===== config.mk =====
export PLATFORM = sky130hd
export DESIGN_NAME = mux_n_1_pipe
export DESIGN_NICKNAME = d
export VERILOG_FILES = /design/src/rtl/mux_n_1_pipe.sv
export SDC_FILE = /design/constraint.sdc
export NUM_CORES = 1
export LEC_CHECK = 0
export CORE_ASPECT_RATIO = 1.4
export CORE_MARGIN = 2
export CORE_UTILIZATION = 36
export CTS_CLUSTER_DIAMETER = 120
export DETAILED_ROUTE_END_ITERATION = 12
export GPL_ROUTABILITY_DRIVEN = 1
export PLACE_DENSITY = 0.91
export SLEW_MARGIN = 0
export SYNTH_ARGS = -nofsm -noshare
export SYNTH_HDL_FRONTEND = slang
export SYNTH_SLANG_ARGS = --single-unit

===== constraint.sdc =====
create_clock -name clk -period 3.5 [get_ports clk]
set_clock_uncertainty 0.1 [all_clocks]
set_input_delay 0.525 -clock clk [delete_from_list [all_inputs] [get_ports clk]]
set_output_delay 0.525 -clock clk [all_outputs]
set_load 0.005 [all_outputs]

===== src/rtl/mux_n_1_pipe.sv =====
// N:1 channel selector with a single registered output stage and valid/ready flow control.
// Fixed-select or round-robin arbitration, chosen at run time by mode.
module mux_n_1_pipe #(
    parameter int WIDTH = 32,
    parameter int N     = 4,
    localparam int SELW = (N > 1) ? $clog2(N) : 1
) (
    input  logic               clk,
    input  logic               rst_n,
    input  logic [N*WIDTH-1:0] in_data,
    input  logic [N-1:0]       in_valid,
    output logic [N-1:0]       in_ready,
    input  logic               mode,
    input  logic [SELW-1:0]    sel,
    output logic [WIDTH-1:0]   out_data,
    output logic               out_valid,
    input  logic               out_ready,
    output logic [SELW-1:0]    out_src
);

    logic [WIDTH-1:0] data_q, data_d;
    logic             valid_q, valid_d;
    logic [SELW-1:0]  src_q, src_d;
    logic [SELW-1:0]  ptr_q, ptr_d;

    logic             grant_vld;
    logic [SELW-1:0]  grant_idx;
    logic [SELW:0]    scan_idx;
    logic [WIDTH-1:0] grant_data;
    logic             can_accept;
    logic             in_xfer;

    // Scan index is one bit wider so ptr+k can be wrapped explicitly for non-power-of-2 N.
    always_comb begin
        grant_vld = 1'b0;
        grant_idx = '0;
        scan_idx  = '0;
        if (!mode) begin
            for (int i = 0; i < N; i++) begin
                if (sel == SELW'(i) && in_valid[i]) begin
                    grant_vld = 1'b1;
                    grant_idx = SELW'(i);
                end
            end
        end else begin
            for (int k = 0; k < N; k++) begin
                scan_idx = {1'b0, ptr_q} + (SELW+1)'(k);
                if (scan_idx >= (SELW+1)'(N)) begin
                    scan_idx = scan_idx - (SELW+1)'(N);
                end
                if (!grant_vld && in_valid[scan_idx[SELW-1:0]]) begin
                    grant_vld = 1'b1;
                    grant_idx = scan_idx[SELW-1:0];
                end
            end
        end
    end

    always_comb begin
        grant_data = '0;
        for (int i = 0; i < N; i++) begin
            if (grant_idx == SELW'(i)) begin
                grant_data = in_data[i*WIDTH +: WIDTH];
            end
        end
    end

    assign can_accept = !valid_q || out_ready;
    assign in_xfer    = rst_n && grant_vld && can_accept;

    always_comb begin
        in_ready = '0;
        for (int i = 0; i < N; i++) begin
            in_ready[i] = in_xfer && (grant_idx == SELW'(i));
        end
    end

    always_comb begin
        data_d  = data_q;
        valid_d = valid_q;
        src_d   = src_q;
        ptr_d   = ptr_q;
        if (in_xfer) begin
            data_d  = grant_data;
            src_d   = grant_idx;
            valid_d = 1'b1;
            if (mode) begin
                ptr_d = (grant_idx == SELW'(N-1)) ? '0 : grant_idx + SELW'(1);
            end
        end else if (valid_q && out_ready) begin
            valid_d = 1'b0;
        end
    end

    always_ff @(posedge clk) begin
        if (!rst_n) begin
            data_q  <= '0;
            valid_q <= 1'b0;
            src_q   <= '0;
            ptr_q   <= '0;
        end else begin
            data_q  <= data_d;
            valid_q <= valid_d;
            src_q   <= src_d;
            ptr_q   <= ptr_d;
        end
    end

    assign out_data  = data_q;
    assign out_valid = valid_q;
    assign out_src   = src_q;

endmodule


* Word level (Yosys, flattened, before mapping)
Index checks and enable logic that the tools add are counted.
** Storage, ports and cells
- Input port bits :: 138
- Logic and storage cells :: 92
- Output and inout bits :: 39
- Register bits after elaboration :: 37
** Cells by class
- Multiplexer cells :: 43
- Magnitude comparators :: 8
- $add $sub $neg :: 8
- Equal/unequal tests :: 6
- Reduce and logical (&&, ||, !) cells :: 23
** Operator list (count)
- 2-to-1 mux 32 bit :: 4
- 2-to-1 mux 2 bit :: 16
- 2-to-1 mux 1 bit :: 19
- logical AND 1 bit :: 14
- less-than comparator 2 x 3 -> 1 bit (second input constant) :: 4
- greater-or-equal comparator 3 bit (second input constant) :: 3
- binary-select mux 1 bit (select 2 bit) :: 4
- equality test 2 bit (second input constant) :: 4
- subtractor 2 x 1 -> 2 bit (second input constant) :: 4
- adder 2 x 2 -> 3 bit (second input constant) :: 2
- equality test 2 x 1 -> 1 bit (second input constant) :: 2
- logical NOT 1 bit :: 4
- logical NOT 2 bit :: 2
- adder 2 x 1 -> 3 bit (second input constant) :: 1
- greater-or-equal comparator 2 x 3 -> 1 bit (second input constant) :: 1
- adder 2 x 1 -> 2 bit (second input constant) :: 1
- AND reduction 2 bit :: 1
- nonzero test 2 bit :: 1
- logical OR 1 bit :: 1

* Logic depth before layout (Yosys ltp)
- Word-level depth :: 24
- Depth in mapped cells :: 11
- Mapped depth without buffers :: 9

* Worst setup path after synthesis
OpenSTA, ideal clock, no wires.
- Path kind :: input to register
- Start point :: in in_valid[1]
- End point :: reg data_q[20] (netlist: out_data[20])
- Stages :: 11
- Arrival :: 2.925 ns
- Setup slack :: 0.417 ns
- Library setup time :: 0.058 ns
- Data required time :: 3.342 ns
- Cell sequence :: or4_4 > or2_2 > clkbuf_1 > and2_1 > ha_1 > clkbuf_1 > nor2b_1 > clkbuf_1 > a221oi_1 > nor3_1 > o221a_2
** On the way
- Longest elaborated chain between the ends :: 21
** RTL lines
- from (decl) :: line 11 : input logic [N-1:0] in_valid,
- binary-select mux 1 bit (select 2 bit) :: line 51 : if (!grant_vld && in_valid[scan_idx[SELW-1:0]]) begin
- 2-to-1 mux 1 bit (not written as such) :: line 51
- 2-to-1 mux 1 bit :: line 51
- 2-to-1 mux 1 bit :: line 38 : if (!mode) begin
- logical NOT 1 bit :: line 51
- logical AND 1 bit :: line 51
- 2-to-1 mux 1 bit :: line 51
- 2-to-1 mux 1 bit :: line 38
- (+4 left out)
- logical NOT 1 bit :: line 51
- logical AND 1 bit :: line 51
- 2-to-1 mux 2 bit :: line 51
- 2-to-1 mux 2 bit (*) :: line 38
- named net grant_idx[0] :: line 27 : logic [SELW-1:0] grant_idx;
- logical NOT 2 bit :: line 62 : if (grant_idx == SELW'(i)) begin
- 2-to-1 mux 32 bit (3 in series) :: line 62
- 2-to-1 mux 32 bit (*) :: line 62
- to (signal assigned) :: line 102 : data_q <= data_d;
- to (decl) :: line 21 : logic [WIDTH-1:0] data_q, data_d;
The timed path passes the listed nets; every way through them passes the cells marked *. The select of a mux whose other input is x is not followed.
A chain may end at the register's enable or synchronous reset.

* Worst setup path in the final report
- Start point :: in in_valid[1]
- End point :: out in_ready[1]
** RTL lines
- binary-select mux 1 bit (select 2 bit) :: line 51
- 2-to-1 mux 1 bit (not written as such) :: line 51
- 2-to-1 mux 1 bit :: line 51
- 2-to-1 mux 1 bit :: line 38
- logical NOT 1 bit :: line 51
- logical AND 1 bit :: line 51
- 2-to-1 mux 1 bit :: line 51
- 2-to-1 mux 1 bit :: line 38
- (+3 left out)
- 2-to-1 mux 1 bit :: line 38
- logical NOT 1 bit :: line 51
- logical AND 1 bit :: line 51
- 2-to-1 mux 2 bit :: line 51
- 2-to-1 mux 2 bit (*) :: line 38
- named net grant_idx[0] :: line 27
- equality test 2 x 1 -> 1 bit (*) :: line 74 : in_ready[i] = in_xfer && (grant_idx == SELW'(i));
- logical AND 1 bit (*) :: line 74
- to (decl) :: line 12 : output logic [N-1:0] in_ready,
Marked as above.

==> qor.yml <==
routing:
  wl_met2_um: 5280
  wl_met1_um: 3800
  first_iter_violations: 183
  drc: 0
  viasPerCell: 5.66
  routed_wl_um: 10200
  drtAntennaViolNets: 0
  via_count: 3311
  top_layer: "met4"
  wl_met3_um: 863
  wl_per_cell_um: 17.5
  dr.pass1.iters: 4
floorplanning:
  start_util_pct: 36.8
  fp.dieW_um: 74.7
  rows: 36
  io_pins: 177
  die_h_um: 103
  core_area_mm2: 0.00685
  die_area_mm2: 0.00768
synthesis:
  synth_fp_nets: 464
  synth_adder_area_share_pct: 1.99
  synth_xor_area_share_pct: 0
  ys_seq_elements: 37
  synth_edf_count: 0
  synth-simple-area-share_pct: 28.0
  yosysUniqueCellTypes: 37
  yosysWarnings: 0
  synth_top_family_by_area: "compound AO/OA/AOI/OAI gates"
  synth_mux_area_share_pct: 2.24
  seq_area_frac_synth_pct: 29.4
  synth-compound-area-share_pct: 30.4
  syn_area_mm2: 0.00252
  synthArstFlopShare_pct: 0
  synth_top_flop_cell: "dfxtp_1"
  netlist_instances: 322
  avgSynthCellArea_um2: 7.81
layout:
  seqCellArea_um2: 741
  area_growth_pct: 81.7
  multiInputGateArea_mm2: 0.00163
  num-nets-final: 633
  final.fill_count: 561
  final_cell_area_mm2: 0.00457
  diodes: 0
  final_core_util_pct: 66.8
  drive_gt1_share_pct: 10.4
power:
  peakVddDrop_mv: 0.163
  leakagePower_nw: 1.69
  power_density_mw_per_mm2: 309
timing:
  fin_ws_ns: 0.0743
  hold_viol_final: 0
  setup_violations: 0
  slew_violations: 0
  fin_crit_sh_pct: 97.9
  tightest_slew_ns: 0.662
  max_freq_mhz: 292
  finalCriticalPeriod_ns: 3.43
  fin_setup_tns_ns: 0
  slew_headroom_pct: 55.9
worst_setup_path:
  start_kind: "primary input"
  path_class: "primary input to primary output"
  reg2reg_from: "ptr_q[1]$_SDFFE_PN0P_"
  crit_path_max_fanout: 4
  end_kind: "primary output"
  crit_chain: "clkdlybuf4s50_1, or4_4, or2_2, and2_4, ha_4, and3_1, clkdlybuf4s50_1"
  rrSetupSlack_ns: 0.56
  required_ns: 2.87
  cp_num_buf_inv: 2
  reg2reg_depth: 13
  crit_slowest_cell: "or4_4"
  r2r_end: "out_data[18]$_SDFFE_PN0P_"
  critical_path_depth: 7
  crit_path_start: "in_valid[1]"
  crit_path_max_incr_delay_ns: 0.56
  worstPathArrival_ns: 2.80
  critical-path-top-delay-family: "simple AND/OR/NAND/NOR gates"
  cp-endpoint: "in_ready[1]"
  critPathMostFrequentCell: "clkdlybuf4s50_1"
global_route:
  grt_pass1_wl_um: 15600
  grt_pass1_vias: 3419
  antenna_found_initial: 0
  grt_max_degree: 65
  grt_overflow: 0
  grt_usage_pct: 26.0
status:
  outcome: "finished, final reports clean"
clocking:
  cts_tree: "yes"
  hold_buffers: 0
  root_buffer: "clkbuf_8"
  cts_made_buffers: 5
  cts.sinks: 37
  htreeDepth: 2
  clkLatencyLatePin_ns: 0.29
  cts_buffer_depth: 2
  clk_pin_slew_ns: 0.08
placement:
  io_buffer_count: 176
  dp_hpwl_um: 7320
  dp_slack_ns: -0.163
  gp_congestion: 0.813
  place_area_mm2: 0.00444
worst_hold_path:
  hp-class: "register to register"
job:
  cap_violations: 0
report_power, final:
group          total, mW  switching, mW  internal, mW
clock              0.283          0.152         0.131
combinational      0.639          0.264         0.375
sequential         0.489         0.0252         0.464
total               1.41          0.441         0.970
through the flow:
step                      power [mW]  hold WS [ns]  cells
after floorplan                0.777         0.395    322
after global placement          1.10         0.413    577
after detailed placement        1.12         0.419    577
after CTS                       1.41         0.439    585
after global routing            1.48         0.445    585
final                           1.41         0.432    585
cell families after synthesis:
| logic type | after synthesis |
|---|---|
| buf+inv | 44 |
| flops | 37 |
| simple gates | 152 |
| compound gates | 81 |
| fa+ha+maj | 4 |
| mux | 4 |
worst min path at each step:
stage	from	to	slack (ns)	depth (start not counted)
floorplan	ptr_q[1]$_SDFFE_PN0P_	ptr_q[1]$_SDFFE_PN0P_	0.40	2
global placement	out_data[10]$_SDFFE_PN0P_	out_data[10]$_SDFFE_PN0P_	0.41	1
detailed placement	out_data[22]$_SDFFE_PN0P_	out_data[22]$_SDFFE_PN0P_	0.42	1
CTS	out_data[11]$_SDFFE_PN0P_	out_data[11]$_SDFFE_PN0P_	0.44	1
global route	out_data[4]$_SDFFE_PN0P_	out_data[4]$_SDFFE_PN0P_	0.45	1
finish	out_data[4]$_SDFFE_PN0P_	out_data[4]$_SDFFE_PN0P_	0.43	1
final cells by class:
type,instances,share of cell area (%)
repair buffers,200,43.4
multi-input cells,241,35.7
flip-flops and latches,37,16.2
well taps,95,2.60
clock buffers,5,1.51
inverters,6,0.493
clock inverters,1,0.109
layout by cell type, fill, tap and decap left out, types with 3 or more instances in the layout:
cell,n
nand2_1,35
ha_2,3
inv_1,6
nor2_1,34
nor2b_1,3
buf_12,3
nor3_1,31
clkbuf_8,5
mux2_2,3
nand3_1,32
o221a_2,4
buf_4,21
o221a_1,28
a221oi_1,31
and3_1,6
a21oi_1,4
dfxtp_1,37
clkdlybuf4s50_1,173
metal layers:
metal / vias to the layer above / track usage (%)
met5: - / 0
met3: 25 / 5.96
met1: 1550 / 29.3
met2: 168 / 45.8
li1: 1568 / -
met4: 0 / 11.4
cell usage after synthesis, types with 2 or more instances:
cell / n / area share [%]
nor2b_1: 4 / 0.99
buf_1: 3 / 0.45
o221a_1: 28 / 13
clkbuf_1: 29 / 4.3
and3_1: 6 / 1.5
a311oi_1: 2 / 0.70
inv_1: 6 / 0.90
a21oi_1: 4 / 0.80
nor2_1: 35 / 5.2
a31oi_1: 2 / 0.50
dfxtp_1: 37 / 29
nand2_1: 35 / 5.2
buf_2: 2 / 0.40
ha_1: 4 / 2.0
a221oi_1: 31 / 11
buf_6: 4 / 1.8
nor3_1: 31 / 6.2
and2_1: 3 / 0.75
nand3_1: 32 / 6.4
mux2_2: 3 / 1.3
o221a_2: 4 / 1.8
o221ai_1: 2 / 0.70
timing repair:
item,CTS,global route
buffers inserted,2,0
pin swaps,3,1
setup endpoints to repair,3,26
resized for setup,8,6
state kept, by name, summed over array words and instances (netlist names):
| name | cells |
|---|---|
| out_data | 32 |
| out_valid | 1 |
| out_src | 2 |
| ptr_q | 2 |
worst reg2reg max path: stages (launching register included):
cell	delay, ns
dfxtp_1	0.47
a21boi_2	0.09
o221ai_2	0.19
a41oi_2	0.18
buf_4	0.17
buf_4	0.13
nand2_1	0.10
ha_2	0.20
buf_4	0.34
inv_1	0.15
buf_4	0.23
nor2_1	0.16
nor3_1	0.07
o221a_2	0.25
Note: power is estimated with default switching activity, not from simulation.
